$ cat src/rtl/alu_bus_sequencer.sv
// alu_bus_sequencer: decode, bus-request and execute sequencer for the 4-bit accumulator ALU.
// Define SEQ_TIMEOUT_EN to build the bus-wait timeout counter and the sticky err flag.
module alu_bus_sequencer #(
  parameter int unsigned TIMEOUT = 15
) (
  input  logic       clk,
  input  logic       rst,
  input  logic       ena,
  input  logic       instr_valid,
  input  logic [7:0] instr,
  output logic       instr_ready,
  output logic [3:0] busreq,
  output logic [3:0] bus_addr,
  output logic [3:0] bus_wdata,
  input  logic       bus_ack,
  input  logic [3:0] bus_rdata,
  output logic [3:0] acc,
  output logic       carry,
  output logic       zero,
  output logic       busy,
  output logic       err
);

  typedef enum logic [2:0] {
    IDLE,
    DECODE,
    REQ_RD,
    REQ_WR,
    REQ_OP,
    EXEC
  } state_t;

  localparam logic [3:0] OP_ADDI = 4'h1;
  localparam logic [3:0] OP_ADD  = 4'h2;
  localparam logic [3:0] OP_SUB  = 4'h3;
  localparam logic [3:0] OP_AND  = 4'h4;
  localparam logic [3:0] OP_OR   = 4'h5;
  localparam logic [3:0] OP_XOR  = 4'h6;
  localparam logic [3:0] OP_LDI  = 4'h7;
  localparam logic [3:0] OP_LDX  = 4'h8;
  localparam logic [3:0] OP_ST   = 4'h9;

  localparam logic [3:0] BR_NONE = 4'h0;
  localparam logic [3:0] BR_RD   = 4'h1;
  localparam logic [3:0] BR_WR   = 4'h2;
  localparam logic [3:0] BR_OP   = 4'h3;

  state_t     state;
  logic [7:0] ir;
  logic [3:0] opnd;
  logic [3:0] op;
  logic [3:0] fld;
  logic       is_rd;
  logic       is_st;
  logic       is_ldx;

  assign op     = ir[3:0];
  assign fld    = ir[7:4];
  assign is_rd  = (op >= OP_ADD) && (op <= OP_XOR);
  assign is_st  = (op == OP_ST);
  assign is_ldx = (op == OP_LDX);

  assign busy        = (state != IDLE);
  assign instr_ready = (state == IDLE) && ena;

  logic [4:0] sum;
  logic [4:0] diff;
  logic [3:0] res;
  logic       c_new;
  logic       wr_acc;
  logic       wr_carry;

  always_comb begin
    res      = acc;
    c_new    = carry;
    wr_acc   = 1'b0;
    wr_carry = 1'b0;
    sum      = {1'b0, acc} + {1'b0, (op == OP_ADDI) ? fld : opnd};
    diff     = {1'b0, acc} - {1'b0, opnd};
    case (op)
      OP_ADDI, OP_ADD: begin
        res      = sum[3:0];
        c_new    = sum[4];
        wr_acc   = 1'b1;
        wr_carry = 1'b1;
      end
      OP_SUB: begin
        res      = diff[3:0];
        c_new    = diff[4];
        wr_acc   = 1'b1;
        wr_carry = 1'b1;
      end
      OP_AND: begin
        res    = acc & opnd;
        wr_acc = 1'b1;
      end
      OP_OR: begin
        res    = acc | opnd;
        wr_acc = 1'b1;
      end
      OP_XOR: begin
        res    = acc ^ opnd;
        wr_acc = 1'b1;
      end
      OP_LDI: begin
        res    = fld;
        wr_acc = 1'b1;
      end
      OP_LDX: begin
        res    = opnd;
        wr_acc = 1'b1;
      end
      default: ;
    endcase
  end

`ifdef SEQ_TIMEOUT_EN
  localparam logic [7:0] TO_LAST = 8'(TIMEOUT - 1);
  logic [7:0] wait_cnt;
  logic       timed_out;
  assign timed_out = (wait_cnt == TO_LAST);
`else
  assign err = 1'b0;
  // Without the wait counter the limit has no consumer
  if (TIMEOUT == 0) begin : g_no_timeout
  end
`endif

  always_ff @(posedge clk) begin
    if (rst) begin
      state     <= IDLE;
      ir        <= '0;
      opnd      <= '0;
      acc       <= '0;
      carry     <= 1'b0;
      zero      <= 1'b1;
      busreq    <= BR_NONE;
      bus_addr  <= '0;
      bus_wdata <= '0;
`ifdef SEQ_TIMEOUT_EN
      wait_cnt  <= '0;
      err       <= 1'b0;
`endif
    end else begin
      unique case (state)
        IDLE: begin
          if (instr_valid && instr_ready) begin
            ir    <= instr;
            state <= DECODE;
          end
        end
        DECODE: begin
`ifdef SEQ_TIMEOUT_EN
          wait_cnt <= '0;
`endif
          unique case (1'b1)
            is_rd: begin
              state    <= REQ_RD;
              busreq   <= BR_RD;
              bus_addr <= fld;
            end
            is_st: begin
              state     <= REQ_WR;
              busreq    <= BR_WR;
              bus_addr  <= fld;
              bus_wdata <= acc;
            end
            is_ldx: begin
              state  <= REQ_OP;
              busreq <= BR_OP;
            end
            default: state <= EXEC;
          endcase
        end
        REQ_RD, REQ_WR, REQ_OP: begin
          if (bus_ack) begin
            opnd      <= bus_rdata;
            state     <= EXEC;
            busreq    <= BR_NONE;
            bus_addr  <= '0;
            bus_wdata <= '0;
          end
`ifdef SEQ_TIMEOUT_EN
          else if (timed_out) begin
            state     <= IDLE;
            err       <= 1'b1;
            busreq    <= BR_NONE;
            bus_addr  <= '0;
            bus_wdata <= '0;
          end else begin
            wait_cnt <= wait_cnt + 8'd1;
          end
`endif
        end
        EXEC: begin
          if (wr_acc) begin
            acc  <= res;
            zero <= (res == 4'h0);
          end
          if (wr_carry) carry <= c_new;
          state <= IDLE;
        end
        default: state <= IDLE;
      endcase
    end
  end

endmodule

$ cat config.mk
export PLATFORM = sky130hd
export DESIGN_NAME = alu_bus_sequencer
export DESIGN_NICKNAME = d
export VERILOG_FILES = /design/src/rtl/alu_bus_sequencer.sv
export SDC_FILE = /design/constraint.sdc
export NUM_CORES = 1
export LEC_CHECK = 0
export ABC_CLOCK_PERIOD_IN_PS = 6700
export BUFFER_PORTS_ARGS = -buffer_cell sky130_fd_sc_hd__buf_4
export CAP_MARGIN = 25
export CORE_AREA = 8 8 96 98
export CTS_CLUSTER_DIAMETER = 30
export DETAILED_ROUTE_END_ITERATION = 10
export DIE_AREA = 0 0 104 106
export HOLD_SLACK_MARGIN = 0.08
export SYNTH_ARGS = -nofsm -noshare
export SYNTH_HDL_FRONTEND = slang
export SYNTH_SLANG_ARGS = --single-unit
$ cat constraint.sdc
create_clock -name clk -period 6.7 [get_ports clk]
set_input_delay 1.34 -clock clk [delete_from_list [all_inputs] [get_ports clk]]
set_output_delay 1.34 -clock clk [all_outputs]
set_load 0.01 [all_outputs]
==> results.ini <==
[outcome]
run_status=complete, no violations

[die]
die-height_um=106
die_width_um=104
start_util_pct=28.5
dieArea_mm2=0.0110
fp.coreArea_mm2=0.00785
total_number_of_placement_rows=33
number_of_ports_placed_on_the_die_boundary=38

[timing]
finalWorstSetupSlack_ps=3560
setup-tns-final_ps=0
finalCriticalPeriod_ps=3140
skew_ps=8.36
final.hold.worst_slack_ps=460
hold_violation_count_in_the_final_report=0
slew-limit-headroom_pct=46.2
timing_worst_slew_pin_value_ps=806
report.final.slew_viol_count=0
rsz0062_at_grt=no
period_share_pct=46.9
fmaxAchievable_mhz=318
report.final.setup_viol=0

[route]
top_signal_layer_used=met4
met1Wirelength_mm=2.80
routed_wirelength_mm=5.80
drt_first_iter_violations=143
wl_met3_um=149
drtAntennaViolNets=0
drcViolationCount=0
routed-via-count=1990
wl_per_cell_um=14.5
firstDrtPassIters=4
met2_wirelength_mm=2.73
post_drt_via_cell_ratio=4.98

[place]
buffer_ports.inserted=34
gp_congestion=0.849
detailed_place.area_mm2=0.00254
dpl.hpwl_mm=4.37
place_inst=392
placement.setup.worst_slack_ps=3590

[clock_tree]
cts_max_level=2
insertion_delay_of_the_later_clocked_pin_in_the_worst_skew_pair_ps=290
clk_pin_slew_worst_paths_ps=70
tritoncts.num_buffers=5
clockRootBuffer=sky130_fd_sc_hd__clkbuf_8
postCtsHoldBufs=0
cts_num_sinks=31
clk_path_buf_depth=2
tritoncts_clock_tree=done
post_cts.resized_instances=0
post_cts_buffers=0

[finish]
final_core_util_pct=33.6
area_taken_by_multi_input_logic_gates_mm2=0.00145
layout.cells.most_common_list=sky130_fd_sc_hd__buf_4, sky130_fd_sc_hd__dfxtp_1, sky130_fd_sc_hd__nor2_1, sky130_fd_sc_hd__a21oi_1, sky130_fd_sc_hd__inv_1
finish.cell_count_without_fillers=400
area_delta_synth_final_pct=18.1
nNetsFinal=329
antenna-diode-count=0
post_route_cells_drive_above_1_share_pct=19.3
final-seq-area_um2=621
post-route-cell-area_mm2=0.00264
filler_cell_count=843
layout.cells.most_common=sky130_fd_sc_hd__buf_4

[worst_setup_path]
crit_path_cell_chain=nor2b_1, nor2b_1, nand2_1, o21ai_0, ha_1, inv_1, fa_1, xor2_1, o221ai_1, o32a_1, o31ai_2
critPathKind=register to register
worst-endpoint-arrival_ps=3310
critical_path.startpoint_type=register
worst_setup_path_startpoint=ir[0]
timing.critical_path.buf_inv=1
crit_path_max_fanout=26
critPathMostFrequentCell=sky130_fd_sc_hd__nor2b_1
worst_ep_required_time_ps=6870
worst-path-stages=11
worst_path_dominant_cell_family=flip-flops
critical_path.reg2reg.startpoint=ir[0]
cpPeakStageDelay_ps=810
worst_path_max_delay_cell=sky130_fd_sc_hd__dfxtp_1
r2r.worst_path.cells=11
critical_path_end=zero
reg2reg_to=zero
critPathCaptureType=register
setup_slack_of_the_worst_register_to_register_path_ps=3560

[logic_synthesis]
synthesis.area_per_instance_um2=8.37
synth.ff_latch_count=31
synth_async_sr_flop_share_pct=0
synthTopCellsByArea=sky130_fd_sc_hd__dfxtp_1, sky130_fd_sc_hd__ha_1, sky130_fd_sc_hd__mux2i_1, sky130_fd_sc_hd__a21oi_1, sky130_fd_sc_hd__nor2_1
mappedNetlistArea_mm2=0.00223
yosysTopAreaCell=sky130_fd_sc_hd__dfxtp_1
synthCells=267
share_of_the_synthesized_area_in_the_top_cell_type_pct=27.8
yosysSeqAreaShare_pct=27.8
synth_cell_types=57
synth_edf_count=0
postSynth.topFlopCell=sky130_fd_sc_hd__dfxtp_1
yosysWarnings=0

[power]
ir_worst_vdd_uv=80.2
power.total_mw=0.494
power_density_mw_per_mm2=187
static-leakage-power_nw=1.08

[grt]
first_global_vias=1999
largest_net_degree_at_the_start_of_global_routing=32
grt_first_pass_wirelength_mm=9.82
globalRouteOverflowTotal=0
antenna_found_initial=0
grt.total_usage_pct=10.7

[min_path]
worstHoldPathType=register to register

[job]
max_cap_viol_count=0

==> per-layer routing <==
metal	track usage [%]	vias to the layer above
met2	17.7	30
met3	2.42	8
met5	0	-
met1	13.4	942
met4	3.93	0
li1	-	1010
==> logic make-up (layout without fill, tap and decap cells) <==
family	Yosys count	in the layout	synth area share, %
AOI/OAI and AO/OA	71	71	22.5
xor gates and xnor gates	3	3	1.18
adders and majority gates	18	18	10.8
buffers and inverters	36	62	7.56
DFF	31	31	27.8
muxes	17	17	7.67
other	1	3	0.168
and+or+nand+nor	90	90	22.4
==> synthesized netlist by cell type, types with 3 or more instances <==
cell / instances
sky130_fd_sc_hd__clkbuf_1: 5
sky130_fd_sc_hd__and3b_1: 4
sky130_fd_sc_hd__o221ai_1: 3
sky130_fd_sc_hd__o21ba_2: 3
sky130_fd_sc_hd__nand3_1: 8
sky130_fd_sc_hd__o32a_1: 3
sky130_fd_sc_hd__nor2_1: 21
sky130_fd_sc_hd__o21ai_0: 7
sky130_fd_sc_hd__buf_4: 5
sky130_fd_sc_hd__nand2_1: 16
sky130_fd_sc_hd__ha_1: 16
sky130_fd_sc_hd__buf_2: 6
sky130_fd_sc_hd__a21oi_1: 21
sky130_fd_sc_hd__nor2b_1: 5
sky130_fd_sc_hd__inv_1: 19
sky130_fd_sc_hd__and3_1: 3
sky130_fd_sc_hd__nor3_1: 6
sky130_fd_sc_hd__nand2b_1: 8
sky130_fd_sc_hd__mux2i_1: 16
sky130_fd_sc_hd__dfxtp_1: 31
sky130_fd_sc_hd__o211ai_1: 4
sky130_fd_sc_hd__nand4_1: 5
sky130_fd_sc_hd__a211oi_1: 7
==> worst min-delay path by stage <==
stage | slack [ps] | cells after the start | to | startpoint
after floorplan | 470 | 2 | bus_addr[1] | ir[5]
after global placement | 440 | 2 | bus_addr[1] | bus_addr[1]
after detailed placement | 440 | 2 | bus_addr[1] | bus_addr[1]
after CTS | 460 | 2 | bus_addr[1] | bus_addr[1]
after global routing | 480 | 2 | bus_addr[2] | bus_addr[2]
final | 460 | 2 | busreq[0] | busreq[0]
==> area by class of cell <==
class | instances | share of cell area, %
multi-input combinational | 202 | 55.0
sequential | 31 | 23.5
timing repair buffer | 35 | 9.96
tap | 105 | 4.98
clock buffer | 8 | 3.79
inverter | 19 | 2.70
==> worst register-to-register path: cells and delay by family, from the launching register on <==
kind	cells	cell delay, ps
xor+xnor	1	160
simple gates	3	780
buf+inv	1	60
flops	1	810
compound gates	4	630
fa+ha+maj	2	600
==> state kept, by name, indices dropped and copies added (netlist names) <==
| signal | flops |
|---|---|
| acc | 4 |
| bus_addr | 4 |
| bus_wdata | 4 |
| busreq | 2 |
| carry | 1 |
| ir | 8 |
| opnd | 4 |
| state | 3 |
| zero | 1 |
==> power by group <==
group	total, mW	switching [mW]	internal (mW)
Sequential	0.209	0.0171	0.192
Clock	0.168	0.0744	0.0938
Combinational	0.116	0.0619	0.0539
Note: power is estimated with default switching activity, not from simulation.
